### src/rtl/chipset_bus_steering.sv
// Read-path steering for the chipset: picks the highest-priority claiming source,
// inserts its wait states, latches its data and falls back to open-bus on timeout.
module chipset_bus_steering #(
    parameter int NUM_SOURCES    = 4,
    parameter int DATA_WIDTH     = 8,
    parameter int WAIT_WIDTH     = 3,
    parameter int TIMEOUT_CYCLES = 255,
    localparam int SRC_W         = $clog2(NUM_SOURCES + 1)
) (
    input  logic                              clock,
    input  logic                              reset_n,
    input  logic                              memory_read_n,
    input  logic                              io_read_n,
    input  logic [NUM_SOURCES-1:0]            source_select,
    input  logic [NUM_SOURCES-1:0]            source_ready,
    input  logic [NUM_SOURCES*DATA_WIDTH-1:0] source_data,
    input  logic [NUM_SOURCES*WAIT_WIDTH-1:0] source_wait_states,
    input  logic [DATA_WIDTH-1:0]             external_data,
    output logic [DATA_WIDTH-1:0]             internal_data_bus_ext,
    output logic                              data_bus_direction,
    output logic                              bus_ready,
    output logic [SRC_W-1:0]                  active_source,
    output logic                              contention,
    output logic                              timeout
);

    localparam int TO_W = (TIMEOUT_CYCLES < 2) ? 1 : $clog2(TIMEOUT_CYCLES + 1);
    localparam logic [TO_W-1:0]  TO_LAST  = TO_W'(TIMEOUT_CYCLES - 1);
    localparam logic [TO_W-1:0]  TO_MAX   = TO_W'(TIMEOUT_CYCLES);
    localparam logic [SRC_W-1:0] EXTERNAL = SRC_W'(NUM_SOURCES);

    typedef enum logic [1:0] {IDLE, COUNT, HOLD} state_t;

    state_t                  state;
    logic                    read_active;
    logic                    read_active_q;
    logic                    start;
    logic [WAIT_WIDTH-1:0]   wait_cnt;
    logic [TO_W-1:0]         timeout_cnt;
    logic [DATA_WIDTH-1:0]   data_reg;

    logic [SRC_W-1:0]        pick_idx;
    logic [WAIT_WIDTH-1:0]   pick_wait;
    logic [SRC_W-1:0]        claim_cnt;
    logic                    win_ready;
    logic [DATA_WIDTH-1:0]   win_data;

    // Either strobe counts as one read; only a 0->1 edge of the combined strobe starts one.
    assign read_active = ~memory_read_n | ~io_read_n;
    assign start       = read_active & ~read_active_q;

    // Descending scan so the lowest claiming index is the one left standing.
    always_comb begin
        pick_idx  = EXTERNAL;
        pick_wait = '0;
        claim_cnt = '0;
        for (int i = NUM_SOURCES - 1; i >= 0; i--) begin
            claim_cnt = claim_cnt + SRC_W'(source_select[i]);
            if (source_select[i]) begin
                pick_idx  = SRC_W'(i);
                pick_wait = source_wait_states[i*WAIT_WIDTH +: WAIT_WIDTH];
            end
        end
    end

    always_comb begin
        win_ready = 1'b0;
        win_data  = '0;
        for (int i = 0; i < NUM_SOURCES; i++) begin
            if (active_source == SRC_W'(i)) begin
                win_ready = source_ready[i];
                win_data  = source_data[i*DATA_WIDTH +: DATA_WIDTH];
            end
        end
    end

    // External reads pass the live external bus straight through while held.
    assign internal_data_bus_ext = data_bus_direction ? external_data : data_reg;

    always_ff @(posedge clock or negedge reset_n) begin
        if (!reset_n) begin
            state              <= IDLE;
            read_active_q      <= 1'b0;
            wait_cnt           <= '0;
            timeout_cnt        <= '0;
            data_reg           <= '0;
            data_bus_direction <= 1'b0;
            bus_ready          <= 1'b1;
            active_source      <= EXTERNAL;
            contention         <= 1'b0;
            timeout            <= 1'b0;
        end else begin
            read_active_q <= read_active;
            contention    <= 1'b0;
            timeout       <= 1'b0;
            case (state)
                IDLE: begin
                    if (start) begin
                        active_source <= pick_idx;
                        contention    <= (claim_cnt > SRC_W'(1));
                        if (pick_idx == EXTERNAL) begin
                            state              <= HOLD;
                            data_bus_direction <= 1'b1;
                            bus_ready          <= 1'b1;
                        end else begin
                            state       <= COUNT;
                            wait_cnt    <= pick_wait;
                            timeout_cnt <= '0;
                            bus_ready   <= 1'b0;
                        end
                    end
                end
                COUNT: begin
                    if (!read_active) begin
                        state     <= IDLE;
                        bus_ready <= 1'b1;
                    end else if (wait_cnt == '0 && win_ready) begin
                        state     <= HOLD;
                        data_reg  <= win_data;
                        bus_ready <= 1'b1;
                    end else if (timeout_cnt == TO_LAST) begin
                        state     <= HOLD;
                        data_reg  <= '1;
                        timeout   <= 1'b1;
                        bus_ready <= 1'b1;
                    end else begin
                        if (wait_cnt != '0) wait_cnt <= wait_cnt - 1'b1;
                        if (timeout_cnt != TO_MAX) timeout_cnt <= timeout_cnt + 1'b1;
                    end
                end
                HOLD: begin
                    if (!read_active) begin
                        state              <= IDLE;
                        data_reg           <= '0;
                        data_bus_direction <= 1'b0;
                        bus_ready          <= 1'b1;
                    end
                end
                default: begin
                    state     <= IDLE;
                    bus_ready <= 1'b1;
                end
            endcase
        end
    end

endmodule

### config.mk
export PLATFORM = sky130hd
export DESIGN_NAME = chipset_bus_steering
export DESIGN_NICKNAME = d
export VERILOG_FILES = /design/src/rtl/chipset_bus_steering.sv
export SDC_FILE = /design/constraint.sdc
export NUM_CORES = 1
export LEC_CHECK = 0
export ABC_CLOCK_PERIOD_IN_PS = 2100
export BUFFER_PORTS_ARGS = -buffer_cell sky130_fd_sc_hd__buf_2
export CAP_MARGIN = 20
export CORE_UTILIZATION = 49
export CTS_CLUSTER_DIAMETER = 30
export DETAILED_ROUTE_END_ITERATION = 8
export PLACE_DENSITY = 0.81
export SKIP_LAST_GASP = 1
export SYNTH_ARGS = -nofsm -noshare
export SYNTH_HDL_FRONTEND = slang
export SYNTH_SLANG_ARGS = --single-unit
### constraint.sdc
create_clock -name clock -period 2.1 [get_ports clock]
set_input_delay 0.105 -clock clock [delete_from_list [all_inputs] [get_ports clock]]
set_output_delay 0.105 -clock clock [all_outputs]
set_load 0.02 [all_outputs]
After elaboration in Yosys (flattened, before gate mapping)
Cells that the tools add are included.

Input port bits: 64. RAM bits: 0. Memories kept: 0. Bits in registers: 29. Output and inout bits: 15. Memory bits (read-only): 0. Bits in latches: 0. Logic and storage cells: 114.

Div/mod/pow operators: 0. Multipliers: 0. Bitwise gates (word level): 5. Magnitude comparators: 1. Add/sub/neg operators: 5. Mux-type cells: 60. Reductions and logical operators: 14. Shift operators: 0. Eq/ne operators: 19.

Operators by type and width (number): 8-bit 2-to-1 mux (15); 3-bit 2-to-1 mux (14); 8-bit case mux with 2 select lines (2); 1-bit 2-to-1 mux (19); 2-bit != test (second input constant) (9); 7-bit AND reduction (2); 2-bit 2-to-1 mux (6); 8-bit by 1-bit adder with 8-bit output (second input constant) (1); 8-bit == test (second input constant) (1); 8-bit != test (second input constant) (1); 4-bit AND reduction (2); 3-bit by 2-bit == test with 1-bit output (second input constant) (2); 3-bit logical NOT (2); 2-bit case mux with 3 select lines (1); 3-bit case mux with 2 select lines (1); 2-bit nonzero test (3); 4-bit != test (second input constant) (1); 2-bit by 1-bit adder with 3-bit output (1); 3-bit by 1-bit adder with 3-bit output (1); 3-bit by 1-bit == test with 1-bit output (second input constant) (1); 3-bit == test (second input constant) (1); 3-bit by 1-bit greater-than comparator with 1-bit output (second input constant) (1); 3-bit != test (second input constant) (1); 1-bit NOT (3); 13 further kinds (13).

Longest topological paths before layout
Word-level depth: 9. Depth in mapped cells: 8. Depth with buffers taken out: 7.

Worst setup path after synthesis
OpenSTA, ideal clock, no wires.

Path type: register to register. From: register active_source[0]. To: register timeout_cnt[5]. Data required time: 2031 ps. Stages on the path, launching flop included: 7. Path slack: 107 ps. Arrival: 1923 ps. Path buffers: 1. Clock period less this slack: 1993 ps. Library setup time: 69 ps. Path through: dfrtp_1 -> buf_6 -> mux4_2 -> nand2_2 -> nand2_4 -> or4_1 -> nand3_1.

Word-level cells in the longest chain between the ends: 8. Elaborated cells on any way between the ends: 11. Classes of those cells: eq/ne: 4; mux: 4; reduce/logical: 3.

RTL lines: from (decl) (line 22) `output logic [SRC_W-1:0] active_source,`; from (signal assigned) (line 99) `active_source <= pick_idx;`; 3-bit logical NOT (line 70) `if (active_source == SRC_W'(i)) begin`; 1-bit 2-to-1 mux (3 in a row) (line 70); 1-bit 2-to-1 mux * (line 70); 1-bit logical AND * (line 117) `end else if (wait_cnt == '0 && win_ready) begin`; 2-bit != test (no source line) *; 7-bit AND reduction (no source line) *; to (signal assigned) (line 128) `if (timeout_cnt != TO_MAX) timeout_cnt <= timeout_cnt + 1'b1;`; to (decl) (line 39) `logic [TO_W-1:0] timeout_cnt;`.

Mark *: on every way between the ends. The rest lies on a longest branch, timed or not. A chain may end at the register's enable or synchronous reset.

Final worst setup path
From: register state[0]. To: register wait_cnt[0].

Word-level cells in the longest chain between the ends: 3. Elaborated cells on any way between the ends: 11. Classes of those cells: eq/ne: 7; mux: 1; reduce/logical: 3.

RTL lines: from (decl) (line 34) `state_t state;`; from (signal assigned) (line 82) `state <= IDLE;`; from (signal assigned) (line 102) `state <= HOLD;`; from (signal assigned) (line 106) `state <= COUNT;`; 2-bit by 1-bit == test with 1-bit output / 2-bit logical NOT (equally long branches) (line 96) `case (state)`; 2-bit != test (no source line) / 2-bit nonzero test (equally long branches); 7-bit AND reduction (no source line); to (signal assigned) (line 107) `wait_cnt <= pick_wait;`; to (signal assigned) (line 127) `if (wait_cnt != '0) wait_cnt <= wait_cnt - 1'b1;`; to (decl) (line 38) `logic [WAIT_WIDTH-1:0] wait_cnt;`.

Parallel ways exist; a longest one is shown, timed or not.

==> results.md <==
- Status: completed
- H-tree depth: 2
- Port Buf Inserts: 78
- Vias in the first global route: 1,675
- Detailed Routing Iterations Pass 1: 4
- Register area share after synthesis: 0.370
- RSZ-0062 raised after global routing: false
- CP Cell Sequence: a2111o_1, or2_2, o31ai_2, nor2_1, a311o_1
- Crit-path slowest cell: dfrtp_1
- First-pass GRT wire length: 7670 um
- Pin count of the biggest net entering global routing: 30
- Vert. Die Dim: 65.4 um
- WL met1: 2060 um
- Synth Warn #: 0
- Root Buffer Master: clkbuf_8
- Leading area contributor after synthesis: dfrtp_1
- Setup violations, final: 0
- Worst skew pair latency: 0.28 ns
- Cells resized by post-CTS repair: 0
- Fin. Hold Viols: 0
- Number of remaining DRC errors: 0
- TritonCTS clock tree: built
- Core area: 3740 sq um
- Minimum clock period: 1.83 ns
- Post-layout nets: 357
- WL met2: 2280 um
- HPWL after DPL: 3700 um
- Gate Count Post-Synth: 204
- WP data arrival: 1.99 ns
- Syn_nets: 273
- Post-synthesis cell area: 1970 sq um
- Initial antenna violation count: 0
- Part of the cycle the worst path needs: 0.872
- # fillers: 300
- Cell with the most instances after synthesis: a21oi_1
- Top post-synthesis cells by count: a21oi_1 (37), dfrtp_1 (27), nand2_1 (17)
- Post-synth top area share: 0.344
- Via count: 1,897
- Multiplexer share of the synthesized area: 0.172
- WL/cell: 13.9 um
- Critical path endpoint category: flop
- Clock slew at reported path FFs: 0.06 ns
- Fin Setup TNS: 0 ns
- Post-route ant nets: 0
- Skew final: 0.00769 ns
- FF/Latch Area: 728 sq um
- I/O pin cnt: 79
- # Max-Cap Violations: 0
- HP Class: input pin to flop
- Final GP Congestion: 0.878
- Post-Route WL: 4680 um
- Finished Layout Cells: 337
- Clk sinks: 29
- CP max FO: 10
- Post-synth top flop: dfrtp_1
- Critical Path Max Stage Delay: 0.47 ns
- Required time worst endpoint: 2.26 ns
- Initial core utilization: 0.525
- Crit path kind: flop to flop
- Max VDD drop: 0.856 mV
- Netlist cell types: 50
- Post-synthesis async set-or-reset flop share: 1.00
- Relative slew margins: 0.572
- Ant diodes: 0
- Total congestion overflow: 0
- P per Cell Area: 1000 nW/um^2
- Syn_area_per_cell: 9.64 sq um
- Synth Area in Adders: 0.0356
- Simple-gate area share of the yosys netlist: 0.179
- Clk buf depth: 2
- Rows: 22
- Slew @ Worst Pin: 0.643 ns
- Area Growth Syn to Fin: 30.4%
- Leakage: 1.20 nW
- Dominant cells by area after synthesis: dfrtp_1 (34%), a21oi_1 (9.4%), mux4_2 (9.2%)
- Largest family of logic cells by synthesized area: compound AO/OA/AOI/OAI gates
- Met3 Wirelength: 274 um
- Inst Count DP: 328
- Finished Cell Area: 2560 sq um
- Vias/cell: 5.63
- Synth Area in XOR/XNOR: 0
- Initial drt markers: 101
- Number of synthesized register bits: 29
- Final Max Slew Viols: 0
- GRT Util Overall: 0.237
- Post-DP Area: 2420 sq um
- Die footprint: 4270 sq um
- Synth Area in Compound Gates: 0.205
- Layout cells sized above 1: 0.408
- CP Launch Type: flop
- Top layer in use: met4
- Cts bufs inserted: 5
- Total power: 2.57 mW
- Peak Freq: 546 MHz
- Multi-input gate area: 1160 sq um
- Post-synth EDFFs: 0
- Die Wd: 65.4 um
[cell families after synthesis]
group                      Yosys count
AOI/OAI and AO/OA                   67
and+or+nand+nor                     66
adders and majority gates            5
buffers and inverters               16
DFF                                 29
muxes                               21
[stage by stage]
stage	hold WS (ns)	util	setup WS (ns)
3_3_place_gp	0.161	0.647	0.317
3_5_place_dp	0.164	0.647	0.284
2_1_floorplan	-0.191	-	0.107
5_1_grt	0.219	0.685	0.120
6_report	0.190	0.685	0.269
4_1_cts	0.189	0.685	0.268
[layout by cell type (no fill, tap or decap), types with 2 or more instances in the layout]
| master | instances |
|---|---|
| nand2b_1 | 4 |
| and2_1 | 3 |
| mux2_2 | 9 |
| nor3_1 | 4 |
| and3_1 | 2 |
| mux2i_1 | 3 |
| dfstp_2 | 2 |
| buf_2 | 78 |
| bufinv_16 | 2 |
| a31oi_1 | 3 |
| o31ai_1 | 3 |
| a22oi_1 | 2 |
| clkbuf_8 | 5 |
| mux4_2 | 8 |
| or4_1 | 2 |
| nor2b_1 | 4 |
| ha_1 | 4 |
| nor2_1 | 12 |
| inv_1 | 6 |
| nand3_1 | 9 |
| a21oi_1 | 37 |
| buf_4 | 7 |
| o21ai_0 | 7 |
| nand2_1 | 17 |
| dfrtp_1 | 27 |
| o211ai_1 | 4 |
[critical path, delay by kind of cell (launching register included)]
family,cells,cell delay (ns)
AO/OA/AOI/OAI,3,0.82
flip-flops,1,0.47
AND/OR/NAND/NOR,2,0.43
[layer usage]
layer | GRT usage | vias to the layer above
met3 | 0.0451 | 9
met2 | 0.363 | 83
li1 | - | 931
met1 | 0.337 | 874
met5 | 0 | -
met4 | 0.0734 | 0
[final timing paths]
check	to	start	slack (ns)	depth (start not counted)
max	wait_cnt[0]	state[0]	0.27	5
min	state[0]	io_read_n	0.19	3
max reg2reg	wait_cnt[0]	state[0]	0.27	5
min reg2reg	data_reg[4]	data_reg[4]	0.55	2
max in group asynchronous	timeout	reset_n	1.29	2
min in group asynchronous	timeout_cnt[1]	reset_n	0.39	2
[where the power goes]
| part | internal (mW) | switching [mW] |
|---|---|---|
| combinational | 0.472 | 0.505 |
| clock | 0.471 | 0.217 |
| sequential | 0.751 | 0.156 |
[what timing repair did]
action / CTS / global route
endpoints found under the hold margin: 27 / 0
hold buffers: 1 / 0
buffers inserted: 0 / 0
[area by class of cell]
class | count | share of cell area
flip-flops and latches | 29 | 0.284
inverters | 7 | 0.0102
clock inverters | 3 | 0.0254
clock buffers | 5 | 0.0268
well taps | 48 | 0.0234
multi-input cells | 159 | 0.454
repair buffers | 86 | 0.177
Note: power is estimated with default switching activity, not from simulation.
